File: config.mk
export PLATFORM = sky130hd
export DESIGN_NAME = move_command_generator
export DESIGN_NICKNAME = d
export VERILOG_FILES = /design/src/rtl/move_command_generator.sv
export SDC_FILE = /design/constraint.sdc
export NUM_CORES = 1
export LEC_CHECK = 0
export BUFFER_PORTS_ARGS = -buffer_cell sky130_fd_sc_hd__clkbuf_2
export CORE_MARGIN = 2
export CORE_UTILIZATION = 65
export DETAILED_ROUTE_END_ITERATION = 10
export PLACE_DENSITY = 0.84
export REMOVE_ABC_BUFFERS = 1
export SLEW_MARGIN = 10
export SYNTH_ARGS = -nofsm -noshare
export SYNTH_HDL_FRONTEND = slang
export SYNTH_SLANG_ARGS = --single-unit
File: constraint.sdc
create_clock -name clk -period 4.7 [get_ports clk]
set_input_delay 0.47 -clock clk [delete_from_list [all_inputs] [get_ports clk]]
set_output_delay 0.47 -clock clk [all_outputs]
set_load 0.03 [all_outputs]
File: src/rtl/move_command_generator.sv
// Move-command producer: turns raw left/right/rotate buttons into strobed
// tetris commands with synchronisation, debounce and lateral auto-repeat.
package tetris_pkg;
  typedef enum logic [1:0] {
    CMD_NONE   = 2'd0,
    CMD_LEFT   = 2'd1,
    CMD_RIGHT  = 2'd2,
    CMD_ROTATE = 2'd3
  } command_t;
endpackage

module move_command_generator
  import tetris_pkg::*;
#(
  parameter int DEBOUNCE_CYCLES = 16,
  parameter int DAS_CYCLES      = 64,
  parameter int ARR_CYCLES      = 16,
  parameter int STROBE_CYCLES   = 4
) (
  input  logic     clk,
  input  logic     reset,
  input  logic     btn_left,
  input  logic     btn_right,
  input  logic     btn_rotate,
  output command_t move,
  output logic     move_valid,
  output logic     move_clk,
  output logic     busy
);

  localparam int DBW     = $clog2(DEBOUNCE_CYCLES + 1);
  localparam int REP_MAX = (DAS_CYCLES > ARR_CYCLES) ? DAS_CYCLES : ARR_CYCLES;
  localparam int RPW     = $clog2(REP_MAX + 1);
  localparam int PW      = $clog2(STROBE_CYCLES + 1);

  typedef enum logic [1:0] {IDLE, SETUP, STROBE, RECOVER} state_t;

  // Button vectors are indexed {rotate, right, left}.
  logic [2:0]     sync1, sync2, deb, deb_next, flip, rise;
  logic [DBW-1:0] deb_cnt [3];

  logic [RPW-1:0] rep_cnt [2];
  logic [RPW-1:0] rep_cnt_next [2];
  logic [1:0]     rep_fire;
  logic           both_held;

  logic [2:0]     pend, req, issue_clr;

  state_t         state, state_next;
  command_t       cmd, cmd_next;
  logic [PW-1:0]  phase_cnt, phase_next;

  always_comb begin
    for (int i = 0; i < 3; i++) begin
      flip[i] = (sync2[i] != deb[i]) && (deb_cnt[i] == DBW'(DEBOUNCE_CYCLES - 1));
    end
  end

  assign deb_next = deb ^ flip;
  assign rise     = flip & ~deb;

  always_ff @(posedge clk) begin
    if (reset) begin
      sync1 <= '0;
      sync2 <= '0;
      deb   <= '0;
      for (int i = 0; i < 3; i++) deb_cnt[i] <= '0;
    end else begin
      sync1 <= {btn_rotate, btn_right, btn_left};
      sync2 <= sync1;
      deb   <= deb_next;
      for (int i = 0; i < 3; i++) begin
        if ((sync2[i] == deb[i]) || flip[i]) deb_cnt[i] <= '0;
        else                                 deb_cnt[i] <= deb_cnt[i] + 1'b1;
      end
    end
  end

  // A zero repeat count means "not repeating"; it only restarts on a fresh press.
  always_comb begin
    both_held = deb_next[0] & deb_next[1];
    for (int i = 0; i < 2; i++) begin
      rep_fire[i]     = 1'b0;
      rep_cnt_next[i] = rep_cnt[i];
      if (!deb_next[i] || both_held) begin
        rep_cnt_next[i] = '0;
      end else if (rise[i]) begin
        rep_cnt_next[i] = RPW'(DAS_CYCLES);
      end else if (rep_cnt[i] == RPW'(1)) begin
        rep_fire[i]     = 1'b1;
        rep_cnt_next[i] = RPW'(ARR_CYCLES);
      end else if (rep_cnt[i] != '0) begin
        rep_cnt_next[i] = rep_cnt[i] - 1'b1;
      end
    end
  end

  assign req = {rise[2], rise[1] | rep_fire[1], rise[0] | rep_fire[0]};

  always_ff @(posedge clk) begin
    if (reset) begin
      for (int i = 0; i < 2; i++) rep_cnt[i] <= '0;
      pend <= '0;
    end else begin
      for (int i = 0; i < 2; i++) rep_cnt[i] <= rep_cnt_next[i];
      pend <= req | (pend & ~issue_clr);
    end
  end

  always_ff @(posedge clk) begin
    if (reset) begin
      state     <= IDLE;
      cmd       <= CMD_NONE;
      phase_cnt <= '0;
    end else begin
      state     <= state_next;
      cmd       <= cmd_next;
      phase_cnt <= phase_next;
    end
  end

  // Command selection priority is rotate, then left, then right.
  always_comb begin
    state_next = state;
    cmd_next   = cmd;
    phase_next = phase_cnt;
    issue_clr  = 3'b000;
    move       = CMD_NONE;
    move_valid = 1'b0;
    move_clk   = 1'b0;
    busy       = (state != IDLE);
    case (state)
      IDLE: begin
        if (pend[2]) begin
          cmd_next   = CMD_ROTATE;
          issue_clr  = 3'b100;
          state_next = SETUP;
        end else if (pend[0]) begin
          cmd_next   = CMD_LEFT;
          issue_clr  = 3'b001;
          state_next = SETUP;
        end else if (pend[1]) begin
          cmd_next   = CMD_RIGHT;
          issue_clr  = 3'b010;
          state_next = SETUP;
        end
      end
      SETUP: begin
        move       = cmd;
        move_valid = 1'b1;
        phase_next = PW'(STROBE_CYCLES - 1);
        state_next = STROBE;
      end
      STROBE: begin
        move       = cmd;
        move_valid = 1'b1;
        move_clk   = 1'b1;
        if (phase_cnt == '0) begin
          phase_next = PW'(STROBE_CYCLES - 1);
          state_next = RECOVER;
        end else begin
          phase_next = phase_cnt - 1'b1;
        end
      end
      RECOVER: begin
        move       = cmd;
        move_valid = 1'b1;
        if (phase_cnt == '0) state_next = IDLE;
        else                 phase_next = phase_cnt - 1'b1;
      end
      default: state_next = IDLE;
    endcase
  end

endmodule

==> out/results.ini <==
[synth]
synth_edf_count = 15
seq_area_frac_synth_pct = 48.5
netlist_area_um2 = 2290
synth_flop_cell = dfxtp_1
synthCells = 239
synthDistinctLibCells = 41
synth_seq_cells = 48
ys_warn_count = 0
synth.avg_cell_area_um2 = 9.59
synthArstFlopShare_pct = 0

[min_path]
hold_path_startpoint = btn_right
whs_path_depth = 2
hold_path_class = input port to register
holdPathEnd = sync1[1]

[routing]
met1_length_um = 1600
wl_met2_um = 1860
wire_per_inst_um = 11.7
remaining_drc_errors = 0
met3_length_um = 113
vias = 1620
topRoutingLayerUsed = met4
totalWireLength_um = 3630
dr.pass1.iters = 4
viasPerCell = 5.21
ant_nets = 0
drtIter0Drc = 74

[cts]
cts_max_level = 2
tritoncts = yes
cts_resized = 0
clock_latency_ps = 370
cts_inserted_buffers = 5
cts_setup_buffers = 0
clock-root-buffer = clkbuf_4
clkTransAtPathRegs_ps = 130
clk_path_buf_depth = 2
cts_sinks = 48
ctsHoldBuffers = 0

[timing]
slew_headroom_pct = 60.8
setup_viol = 0
fin_crit_ps = 2250
finalHoldViolCount = 0
rsz0062_at_grt = false
tightest_slew_ps = 572
fmax_mhz = 444
tns_ps = 0
fin_worst_skew_ps = 9.16
report.final.slew_viol_count = 0
timing.final.ws_setup_ps = 2450
period_share_pct = 47.9

[setup_path]
reg2reg_slack_ps = 2450
r2r-start = deb_cnt[1][0]
worstPathRequired_ps = 5020
rr_worst_depth = 7
worstSetupPathType = register to register
critPathCaptureType = register
crit_path_max_fanout = 6
arrival_ps = 2570
start_kind = register
timing.rr.end = rep_cnt[0][5]

[finish]
final_cell_mix = 46 x nor2_1, 33 x dfxtp_1, 17 x inv_1
drive_gt1_share_pct = 10.2
diodes = 0
final_cell_area_um2 = 2510
final_common_cell = nor2_1
multi_input_area_um2 = 1150
area_growth_pct = 9.72
nFillCells = 290
regArea_um2 = 1110
fin_nets = 284

[power_and_ir_drop]
power_density_nw_per_um2 = 328
ir_drop_mv = 0.229
total_power_uw = 825
p_leak_uw = 0.00104

[grt]
grt_overflow = 0
grt_pass1_vias = 1615
grt_use_total_pct = 21.4
grt_start_max_net_pins = 28
grt_pass1_wl_um = 6670
antenna_found_initial = 0

[placed_design]
port_buffers = 9
pre_cts_ws_ps = 2470
placed_cell_area_um2 = 2420
globalplace.congestion = 0.849
hpwl_um = 2710

[floorplan]
fp-row-count = 21
io_pins = 10
coreArea_um2 = 3360
die_h_um = 63.4
die_area_um2 = 4020
start_util_pct = 68.2
die_x_um = 63.4

[run_status]
status = completed

[job]
maxCapViolations = 0

metal layers:
| metal | GRT usage [%] | up-vias |
|---|---|---|
| met5 | 0 | - |
| met4 | 8.42 | 0 |
| met3 | 5.54 | 6 |
| met2 | 40.0 | 20 |
| met1 | 22.5 | 753 |
| li1 | - | 841 |
power by group:
part / internal (µW) / total [µW] / switching [µW]
logic: 42.3 / 119 / 76.7
registers: 446 / 457 / 11.7
clock network: 120 / 249 / 129
total: 608 / 825 / 217
flip-flops by register name (all words and copies together) (netlist names), named ones only:
signal,flops
sync1,3
rep_cnt,14
deb_cnt,15
phase_cnt,3
state,2
pend,3
cmd,2
deb,2
sync2,3
final cells by class:
type	count	share of cell area (%)
clock buffers	8	3.58
repair buffers	9	1.79
inverters	17	2.54
flip-flops and latches	48	44.2
well taps	46	2.29
multi-input cells	183	45.6
through the flow:
step / hold WS, ps / utilization (%) / std cells
after detailed placement: 429 / 72.1 / 303
after CTS: 298 / 74.8 / 311
after global placement: 416 / 72.1 / 303
after floorplan: 414 / - / 248
after global routing: 311 / 74.8 / 311
final: 309 / 74.8 / 311
worst max-delay path, stage by stage (launching register included):
cell      delay [ps]
edfxtp_1         430
ha_1             240
and3_1           190
ha_1             210
mux2i_1          470
nand4b_1         320
nand2b_1         250
nor2_1           100
logic make-up (layout without fill, tap and decap cells):
| kind of cell | Yosys count | count (layout) | synth area share (%) |
|---|---|---|---|
| AOI/OAI and AO/OA | 26 | 26 | 7.04 |
| xor gates and xnor gates | 15 | 15 | 5.73 |
| adders and majority gates | 15 | 15 | 8.19 |
| buffers and inverters | 22 | 34 | 3.77 |
| DFF | 48 | 48 | 48.5 |
| muxes | 5 | 5 | 2.29 |
| other | 1 | 15 | 0.164 |
| and+or+nand+nor | 107 | 107 | 24.3 |
Yosys cell counts, drive strengths merged (2+ instances only):
| library cell | instances | area, µm² |
|---|---|---|
| o21ai | 4 | 20.0 |
| a31oi | 2 | 12.5 |
| clkbuf | 3 | 11.3 |
| or4 | 2 | 20.0 |
| nand3 | 6 | 30.0 |
| xnor2 | 10 | 87.6 |
| edfxtp | 15 | 450 |
| mux2i | 3 | 30.0 |
| nor2b | 10 | 62.6 |
| ha | 15 | 188 |
| inv | 17 | 63.8 |
| nand2 | 12 | 45.0 |
| nand2b | 7 | 43.8 |
| nand3b | 4 | 30.0 |
| mux2 | 2 | 22.5 |
| xor2 | 5 | 43.8 |
| or3 | 5 | 36.3 |
| dfxtp | 33 | 661 |
| buf | 2 | 11.3 |
| nor3 | 3 | 15.0 |
| nor2 | 47 | 179 |
| and3 | 3 | 18.8 |
| a211oi | 5 | 37.5 |
| a21oi | 10 | 50.1 |
| nand4b | 2 | 17.5 |
worst max-delay path by stage:
stage,startpoint,end,slack [ps],cells past startpoint
2_1_floorplan,deb_cnt[1][0],rep_cnt[0][3],2730,7
3_3_place_gp,deb_cnt[1][0],rep_cnt[0][5],2560,7
3_5_place_dp,deb_cnt[1][0],rep_cnt[0][5],2470,7
4_1_cts,deb_cnt[1][0],rep_cnt[0][5],2420,7
5_1_grt,deb_cnt[1][0],rep_cnt[0][3],2240,7
6_report,deb_cnt[1][0],rep_cnt[0][5],2450,7
No activity file was read; power rests on OpenSTA's default activity.
